### src/rtl/harvard_download_sequencer_if.sv
// harvard_download_sequencer_if: byte stream in, instruction RAM write port out
interface harvard_download_sequencer_if #(
  parameter int ADDR_W = 10
);
  logic [7:0]        in_data;
  logic              in_valid;
  logic              in_ready;
  logic              ram_we;
  logic [ADDR_W-1:0] ram_addr;
  logic [31:0]       ram_wdata;
  modport master (output in_data, in_valid, input in_ready, ram_we, ram_addr, ram_wdata);
  modport slave (input in_data, in_valid, output in_ready, ram_we, ram_addr, ram_wdata);
endinterface

### src/rtl/harvard_download_sequencer.sv
// harvard_download_sequencer: framed UART firmware download into user instruction RAM
module harvard_download_sequencer #(
  parameter int         ADDR_W         = 10,
  parameter int         TIMEOUT_CYCLES = 1000000,
  parameter logic [7:0] SYNC_BYTE      = 8'hA5
) (
  input  logic                         hb_clk,
  input  logic                         rst_n,
  input  logic                         enable,
  input  logic                         auto_boot,
  input  logic                         clear,
  harvard_download_sequencer_if.slave  bus,
  output logic                         busy,
  output logic                         done,
  output logic                         err,
  output logic [1:0]                   err_code,
  output logic [ADDR_W:0]              words_written,
  output logic                         boot_req
);
  localparam logic [31:0] DEPTH = 32'd1 << ADDR_W;
  localparam int TW = $clog2(TIMEOUT_CYCLES + 1);
  typedef enum logic [2:0] {IDLE, LEN_LO, LEN_HI, DATA, CHECK, DONE, ERROR} state_t;
  state_t state_q, state_d;
  logic              in_ready_q, busy_q, done_q, err_q, ram_we_q, boot_req_q, boot_pend_q;
  logic [1:0]        err_code_q, err_code_d, byte_q;
  logic [ADDR_W:0]   words_q;
  logic [ADDR_W-1:0] ram_addr_q;
  logic [31:0]       ram_wdata_q, shift_q;
  logic [15:0]       len_q, len_full;
  logic [7:0]        sum_q;
  logic [TW-1:0]     tmo_q;
  logic              acc, active, tmo_hit, last_word;
  assign bus.in_ready   = in_ready_q;
  assign bus.ram_we     = ram_we_q;
  assign bus.ram_addr   = ram_addr_q;
  assign bus.ram_wdata  = ram_wdata_q;
  assign busy           = busy_q;
  assign done           = done_q;
  assign err            = err_q;
  assign err_code       = err_code_q;
  assign words_written  = words_q;
  assign boot_req       = boot_req_q;
  // Next state: enable drop beats an accepted byte, which beats the timeout
  always_comb begin
    acc        = bus.in_valid && in_ready_q;
    active     = state_q inside {LEN_LO, LEN_HI, DATA, CHECK};
    tmo_hit    = tmo_q == TW'(TIMEOUT_CYCLES - 1);
    len_full   = {bus.in_data, len_q[7:0]};
    last_word  = 16'(words_q) + 16'd1 == len_q;
    state_d    = state_q;
    err_code_d = err_code_q;
    if (active && !enable) state_d = IDLE;
    else if (acc)
      case (state_q)
        IDLE:   state_d = (enable && bus.in_data == SYNC_BYTE) ? LEN_LO : IDLE;
        LEN_LO: state_d = LEN_HI;
        LEN_HI: begin
          state_d    = 32'(len_full) > DEPTH ? ERROR : (len_full == 16'd0 ? CHECK : DATA);
          err_code_d = 32'(len_full) > DEPTH ? 2'd1 : err_code_q;
        end
        DATA:   state_d = (byte_q == 2'd3 && last_word) ? CHECK : DATA;
        CHECK: begin
          state_d    = bus.in_data == sum_q ? DONE : ERROR;
          err_code_d = bus.in_data == sum_q ? err_code_q : 2'd2;
        end
        default: ;
      endcase
    else if (active && tmo_hit) begin
      state_d    = ERROR;
      err_code_d = 2'd3;
    end
    if (clear && state_q inside {DONE, ERROR}) begin
      state_d    = IDLE;
      err_code_d = 2'd0;
    end
  end
  // State, registered status outputs and the word-assembly datapath
  always_ff @(posedge hb_clk or negedge rst_n) begin
    if (!rst_n) begin
      state_q     <= IDLE;
      in_ready_q  <= 1'b1;
      busy_q      <= 1'b0;
      done_q      <= 1'b0;
      err_q       <= 1'b0;
      err_code_q  <= 2'd0;
      ram_we_q    <= 1'b0;
      ram_addr_q  <= '0;
      ram_wdata_q <= '0;
      boot_req_q  <= 1'b0;
      boot_pend_q <= 1'b0;
      words_q     <= '0;
      byte_q      <= 2'd0;
      shift_q     <= '0;
      len_q       <= '0;
      sum_q       <= '0;
      tmo_q       <= '0;
    end else begin
      state_q     <= state_d;
      in_ready_q  <= !(state_d inside {DONE, ERROR});
      busy_q      <= state_d inside {LEN_LO, LEN_HI, DATA, CHECK};
      done_q      <= state_d == DONE;
      err_q       <= state_d == ERROR;
      err_code_q  <= err_code_d;
      ram_we_q    <= 1'b0;
      boot_req_q  <= boot_pend_q;
      boot_pend_q <= state_d == DONE && state_q != DONE && auto_boot;
      tmo_q       <= (acc || !active) ? '0 : tmo_q + 1'b1;
      if (acc && enable)
        case (state_q)
          IDLE:
            if (bus.in_data == SYNC_BYTE) begin
              sum_q   <= '0;
              words_q <= '0;
              byte_q  <= 2'd0;
              shift_q <= '0;
            end
          LEN_LO: len_q[7:0] <= bus.in_data;
          LEN_HI: len_q[15:8] <= bus.in_data;
          DATA: begin
            shift_q <= {bus.in_data, shift_q[31:8]};
            sum_q   <= sum_q + bus.in_data;
            byte_q  <= byte_q + 2'd1;
            if (byte_q == 2'd3) begin
              ram_we_q    <= 1'b1;
              ram_addr_q  <= words_q[ADDR_W-1:0];
              ram_wdata_q <= {bus.in_data, shift_q[31:8]};
              words_q     <= words_q + 1'b1;
            end
          end
          default: ;
        endcase
    end
  end
endmodule

### src/flat_wrapper.sv
// flat-port wrapper written by rule: the top's interface ports become plain ports
module harvard_download_sequencer_flat 
#(
  parameter int         ADDR_W         = 10,
  parameter int         TIMEOUT_CYCLES = 1000000,
  parameter logic [7:0] SYNC_BYTE      = 8'hA5
)
  (hb_clk, rst_n, enable, auto_boot, clear, busy, done, err, err_code, words_written, boot_req, bus_in_data, bus_in_valid, bus_in_ready, bus_ram_we, bus_ram_addr, bus_ram_wdata);
  harvard_download_sequencer_if #(.ADDR_W(ADDR_W)) bus_i ();
  input  logic hb_clk;
  input  logic rst_n;
  input  logic enable;
  input  logic auto_boot;
  input  logic clear;
  output logic busy;
  output logic done;
  output logic err;
  output logic [1:0] err_code;
  output logic [ADDR_W:0] words_written;
  output logic boot_req;
  input wire logic [$bits(bus_i.in_data)-1:0] bus_in_data;
  input wire logic [$bits(bus_i.in_valid)-1:0] bus_in_valid;
  output wire logic [$bits(bus_i.in_ready)-1:0] bus_in_ready;
  output wire logic [$bits(bus_i.ram_we)-1:0] bus_ram_we;
  output wire logic [$bits(bus_i.ram_addr)-1:0] bus_ram_addr;
  output wire logic [$bits(bus_i.ram_wdata)-1:0] bus_ram_wdata;
  assign bus_i.in_data = bus_in_data;
  assign bus_i.in_valid = bus_in_valid;
  assign bus_in_ready = bus_i.in_ready;
  assign bus_ram_we = bus_i.ram_we;
  assign bus_ram_addr = bus_i.ram_addr;
  assign bus_ram_wdata = bus_i.ram_wdata;
  harvard_download_sequencer #(.ADDR_W(ADDR_W), .TIMEOUT_CYCLES(TIMEOUT_CYCLES), .SYNC_BYTE(SYNC_BYTE)) u_core (.hb_clk(hb_clk), .rst_n(rst_n), .enable(enable), .auto_boot(auto_boot), .clear(clear), .bus(bus_i), .busy(busy), .done(done), .err(err), .err_code(err_code), .words_written(words_written), .boot_req(boot_req));
endmodule
### config.mk
export PLATFORM = sky130hd
export DESIGN_NAME = harvard_download_sequencer_flat
export DESIGN_NICKNAME = d
export VERILOG_FILES = /design/src/rtl/harvard_download_sequencer_if.sv /design/src/rtl/harvard_download_sequencer.sv /design/src/flat_wrapper.sv
export SDC_FILE = /design/constraint.sdc
export NUM_CORES = 1
export LEC_CHECK = 0
export CORE_ASPECT_RATIO = 1.25
export CORE_MARGIN = 2
export CORE_UTILIZATION = 33
export DETAILED_ROUTE_END_ITERATION = 12
export HOLD_SLACK_MARGIN = 0.15
export SLEW_MARGIN = 25
export SYNTH_ARGS = -nofsm -noshare
export SYNTH_HDL_FRONTEND = slang
export SYNTH_SLANG_ARGS = --single-unit
### constraint.sdc
create_clock -name hb_clk -period 3.7 [get_ports hb_clk]
set_clock_uncertainty 0.1 [all_clocks]
set_input_delay 0.74 -clock hb_clk [delete_from_list [all_inputs] [get_ports hb_clk]]
set_output_delay 0.74 -clock hb_clk [all_outputs]
set_load 0.02 [all_outputs]
**Word-level counts from Yosys, hierarchy flattened**

Cells that the tools add are included.
Widths: inputs -> output; s select.

- Add/sub/neg operators: 5
- Magnitude comparators: 1
- Equality and inequality tests: 24
- Multiplexer cells: 30
- Reductions and logical operators: 27

Operators with widths:

| operator | count |
|---|---|
| $pmux 32 s2 | 1 |
| $mux 32 | 1 |
| $mux 11 | 2 |
| $pmux 11 s2 | 1 |
| $mux 3 | 7 |
| $add 20x1->20 const B | 1 |
| $eq 20x20->1 const B | 1 |
| $mux 20 | 1 |
| $eq 3x3->1 const B | 6 |
| $eq 16x16->1 | 1 |
| $gt 16x11->1 const B | 1 |
| $logic_not 16->1 | 1 |
| $mux 2 | 8 |
| $pmux 8 s2 | 1 |
| $pmux 3 s5 | 1 |
| $add 11x1->12 const B | 1 |
| $eq 3x2->1 const B | 4 |
| $ne 4x4->1 const B | 3 |
| $add 11x1->11 const B | 1 |
| $logic_and 1x1->1 | 9 |
| $add 8x8->8 | 1 |
| $eq 8x8->1 | 1 |
| $eq 8x8->1 const B | 1 |
| $mux 8 | 1 |
| other kinds (18) | 31 |

- Register bits: 143
- Bits of input ports: 14
- Output and inout bits: 61
- Logic and storage cells: 105

**Logic depth before layout (Yosys ltp)**

- Word-level depth: 11
- Depth in mapped cells: 10
- Depth with buffers taken out: 9

**Least setup slack after synthesis**

Ideal clock, no wire load.

- Path type: input to register
- From: in bus_in_data[1]
- To: reg u_core.sum_q[7]
- Setup time: 0.118 ns
- Arrival: 2.362 ns
- Required time: 3.482 ns
- Slack: 1.120 ns
- Stages: 9
- Path buffers: 0
- Cell sequence: ha_1 -> a21o_1 -> a21oi_1 -> nor2b_1 -> o21a_1 -> o41ai_1 -> xor2_1 -> a21o_1 -> a21o_1

- Cells in the longest elaborated chain, start to end: 3
- Elaborated cells on any way between the ends: 5
- Classes of those cells: add/sub: 1; eq/ne: 2; mux: 1; reduce/logical: 1

RTL lines:

| element | line | text |
|---|---|---|
| start, declared | flat_wrapper.sv:21 | `input wire logic [$bits(bus_i.in_data)-1:0] bus_in_data;` |
| branches (longest 3 deep; another with $add 8x8->8) | -- |  |
| end signal, assigned | harvard_download_sequencer.sv:121 | `sum_q <= sum_q + bus.in_data;` |
| end, declared | harvard_download_sequencer.sv:30 | `logic [7:0] sum_q;` |

Several ways; the timed one is not identified.
A chain may end at the register's enable or synchronous reset.

**Worst setup path after layout**

- From: reg u_core.words_q[0] (netlist: u_core.words_written[0])
- To: reg u_core.boot_pend_q

- Cells in the longest elaborated chain, start to end: 11

RTL lines:

| element | line | text |
|---|---|---|
| start, declared | harvard_download_sequencer.sv:26 | `logic [ADDR_W:0] words_q;` |
| start signal, assigned | harvard_download_sequencer.sv:127 | `words_q <= words_q + 1'b1;` |
| $add 11x1->12 | harvard_download_sequencer.sv:49 | `last_word = 16'(words_q) + 16'd1 == len_q;` |
| $eq 16x16->1 | harvard_download_sequencer.sv:49 |  |
| $logic_and 1x1->1 | harvard_download_sequencer.sv:61 | `DATA: state_d = (byte_q == 2'd3 && last_word) ? CHECK : DATA;` |
| $mux 3 | harvard_download_sequencer.sv:61 |  |
| $pmux 3 s5 | harvard_download_sequencer.sv:54 | `case (state_q)` |
| $mux 3 | harvard_download_sequencer.sv:53 | `else if (acc)` |
| $mux 3 | harvard_download_sequencer.sv:52 | `if (active && !enable) state_d = IDLE;` |
| $mux 3 | harvard_download_sequencer.sv:72 | `if (clear && state_q inside {DONE, ERROR}) begin` |
| via u_core.state_d[2] | harvard_download_sequencer.sv:23 | `state_t state_q, state_d;` |
| $eq 3x3->1 | harvard_download_sequencer.sv:106 | `boot_pend_q <= state_d == DONE && state_q != DONE && auto_boot;` |
| $logic_and 1x1->1 (2 in series) | harvard_download_sequencer.sv:106 |  |
| end signal, assigned | harvard_download_sequencer.sv:106 |  |
| end, declared | harvard_download_sequencer.sv:24 | `logic in_ready_q, busy_q, done_q, err_q, ram_we_q, boot_req_q, boot_pend_q;` |

The timed path passes the listed nets, and every way through them passes these cells.

==> results.json <==
{
  "run_status": "finished, final reports clean",
  "finalCritPeriodShare_pct": 78.9,
  "final-hold-violation-count": 0,
  "post_route_cells_drive_above_1_share_pct": 19.7,
  "ctsHtreeMaxLevel": 4,
  "tightest_slew_ns": 0.729,
  "max-slew-margin-rel_pct": 51.4,
  "drt-initial-drc-count": 235,
  "shortest_clock_period_the_worst_path_allows_after_layout_ns": 2.92,
  "cts_hold_buf": 0,
  "route.detailed.vias_per_inst": 5.25,
  "final.fill_count": 1747,
  "clock_insertion_delay_at_the_later_pin_of_the_skew_report_ns": 0.42,
  "overall_overflow_remaining_after_global_route": 0,
  "synth.distinct_cells": 64,
  "worst-r2r-setup-slack_ns": 0.78,
  "synthTopCellsByCount": "134 x dfrtp_1, 60 x mux2_2, 42 x nor2_1, 32 x a22o_1, 26 x nand2_1",
  "clk_transition_reported_paths_ns": 0.06,
  "design.final.nets": 640,
  "vdd_drop_max_mv": 0.300,
  "synth-async-reset-ratio_pct": 100,
  "cts_inserted_buffers": 17,
  "finalSetupViolCount": 0,
  "cp_max_fo": 9,
  "power.density_mw_per_mm2": 578,
  "routabilityCongestion": 0.774,
  "cellLeakagePower_nw": 3.67,
  "diodes": 0,
  "cp_top_family": "simple AND/OR/NAND/NOR gates",
  "initial_core_utilization_pct": 33.8,
  "row_cnt": 56,
  "area_post_placement_mm2": 0.00736,
  "detailed_place_hpwl_mm": 10.1,
  "timing.reg2reg.worst_path_depth": 9,
  "tritoncts_clock_tree": "done",
  "synthesis.area_mm2": 0.00636,
  "synthDominantAreaCellType": "dfrtp_1",
  "grt_pass1_vias": 4670,
  "worstReg2RegStart": "u_core.words_written[0]",
  "cp_num_buf_inv": 0,
  "final-max-slew-violation-count": 0,
  "cts_max_path_buffers": 2,
  "drtAntennaViolNets": 0,
  "coreArea_mm2": 0.0188,
  "cts.repair.resized": 0,
  "antenna_found_initial": 0,
  "maxCapViolCount": 0,
  "syn2layout_area_growth_pct": 25.2,
  "syn_area_per_cell_um2": 11.8,
  "setup.worst_path.class": "flop to flop",
  "number_of_logic_stages_on_the_critical_path_including_buffering": 9,
  "critPathMaxStageDelay_ns": 0.53,
  "yosysWarnings": 0,
  "cp_slowest_cell": "dfrtp_1",
  "hold_path_class": "input pin to async pin",
  "count_of_vias_placed_by_the_detailed_router": 4517,
  "startpoint_type": "flop",
  "die_w_um": 128,
  "ys_seq_elements": 135,
  "number_of_instances_in_the_synthesized_netlist": 539,
  "worst-endpoint-required_ns": 3.94,
  "crit_chain": "ha_1 -> nand3_1 -> nor2_1 -> xnor2_1 -> nor4b_4 -> nand4b_2 -> a211oi_4 -> nand2b_2 -> nor3_2",
  "postSynth.topFlopCell": "dfrtp_1",
  "die_h_um": 159,
  "synth_nets": 564,
  "clkSinkCount": 135,
  "unrepaired_setup_endpoints_after_global_routing": "false",
  "clock_tree.root_cell": "clkbuf_16",
  "drt-wirelength-per-cell_um": 17.3,
  "global_route.usage.total_pct": 15.0,
  "synth_area_leaders": "dfrtp_1 53%, mux2_2 11%, a22o_1 4.4%",
  "worstReg2RegEnd": "u_core.boot_pend_q",
  "wl_mm": 14.8,
  "design.die.area_mm2": 0.0204,
  "grt_pass1_wl_mm": 24.2,
  "synth-edff-count": 0,
  "fin_tns_setup_ns": 0,
  "grt_max_degree": 71,
  "synth.most_common_cell": "dfrtp_1",
  "fmax_mhz": 342,
  "post_cts_buffers": 0,
  "sequential_to_total_area_share_from_yosys_stat_pct": 53.1,
  "worst_setup_path_end_kind": "flop",
  "synthDominantCellAreaShare_pct": 52.7,
  "io_count": 75,
  "remaining_drc_errors": 0,
  "wp_data_arrival_ns": 3.16,
  "io_buffers": 74,
  "postLayoutCellArea_mm2": 0.00796,
  "first_pass_iters": 5
}
state kept, by name, indices dropped and copies added (netlist names):
signal                cells
u_core.len_q             16
u_core.words_written     11
u_core.byte_q             2
u_core.tmo_q             20
u_core.bus.ram_addr      10
u_core.boot_pend_q        1
u_core.bus.in_ready       1
u_core.sum_q              8
u_core.err_code           2
u_core.boot_req           1
u_core.done               1
u_core.err                1
u_core.state_q            3
u_core.shift_q           24
u_core.busy               1
u_core.bus.ram_wdata     32
u_core.bus.ram_we         1
worst max-delay path by stage:
| stage | to | from | slack, ns |
|---|---|---|---|
| after floorplan | u_core.sum_q[7] | bus_in_data[1] | 1.12 |
| after global placement | u_core.busy | bus_in_data[3] | 0.51 |
| after detailed placement | u_core.boot_pend_q | bus_in_data[4] | 0.41 |
| after CTS | u_core.boot_pend_q | u_core.words_written[0] | 0.76 |
| after global routing | u_core.boot_pend_q | u_core.words_written[0] | 0.49 |
| final | u_core.boot_pend_q | u_core.words_written[0] | 0.78 |
layout make-up:
type	count	area, um^2	area share [%]
clock buffers	19	443	5.56
clock inverters	13	155	1.95
inverters	5	18.8	0.236
multi-input cells	369	2820	35.5
flip-flops and latches	135	3380	42.4
well taps	232	290	3.65
repair buffers	87	852	10.7
cells in the final DEF (no fill, tap or decap), types with 2 or more instances in the layout:
master and n:
nor3_1 6, clkbuf_16 17, nor4b_1 2, o31ai_1 6
nand3_1 15, nor4_1 7, nor2_2 2, buf_4 12
a211oi_1 4, o21ai_0 21, nand4_1 7, nand4b_1 2
xor2_1 22, and3_1 10, a31oi_1 3, xnor2_1 16
clkdlybuf4s50_1 73, a21oi_1 11, a22o_1 32, nor2b_1 7
ha_1 10, a211o_1 4, inv_1 5, mux2_2 60
dfrtp_1 134, inv_6 9, nand2b_1 4, o41ai_1 4
and2_1 3, nand2_1 25, or3_1 6, o21bai_1 3
a21o_1 7, nor2_1 41, bufinv_16 2
where the power goes:
part | internal, mW | total (mW) | switching [mW]
Sequential | 1.68 | 1.90 | 0.222
Combinational | 0.476 | 0.985 | 0.509
Clock | 1.03 | 1.72 | 0.685
kinds of logic after synthesis:
logic type	Yosys count	share of synthesized area, %
and+or+nand+nor	152	13.3
DFF	135	53.1
AOI/OAI and AO/OA	108	12.9
muxes	60	10.6
xor gates and xnor gates	38	5.23
buffers and inverters	35	2.58
adders and majority gates	11	2.28
routing by layer:
metal / global-route usage, % / up-vias / routed length (um) / share of wire, %
met3: 3.80 / 20 / 545 / 3.7
li1: - / 2122 / - / -
met1: 18.9 / 2278 / 6690 / 45
met4: 6.74 / 0 / 319 / 2.1
met5: 0 / - / 0 / 0
met2: 24.1 / 97 / 7290 / 49
stage by stage:
step	hold WS (ns)	total power, mW	utilization [%]	setup slack (ns)	std cells
floorplan	0.231	2.62	-	1.12	539
global placement	0.237	2.86	39.1	0.505	828
detailed placement	0.236	2.91	39.1	0.410	828
CTS	0.249	4.66	42.2	0.764	860
global route	0.256	4.85	42.2	0.487	860
finish	0.234	4.60	42.2	0.780	860
Note: power is estimated with default switching activity, not from simulation.
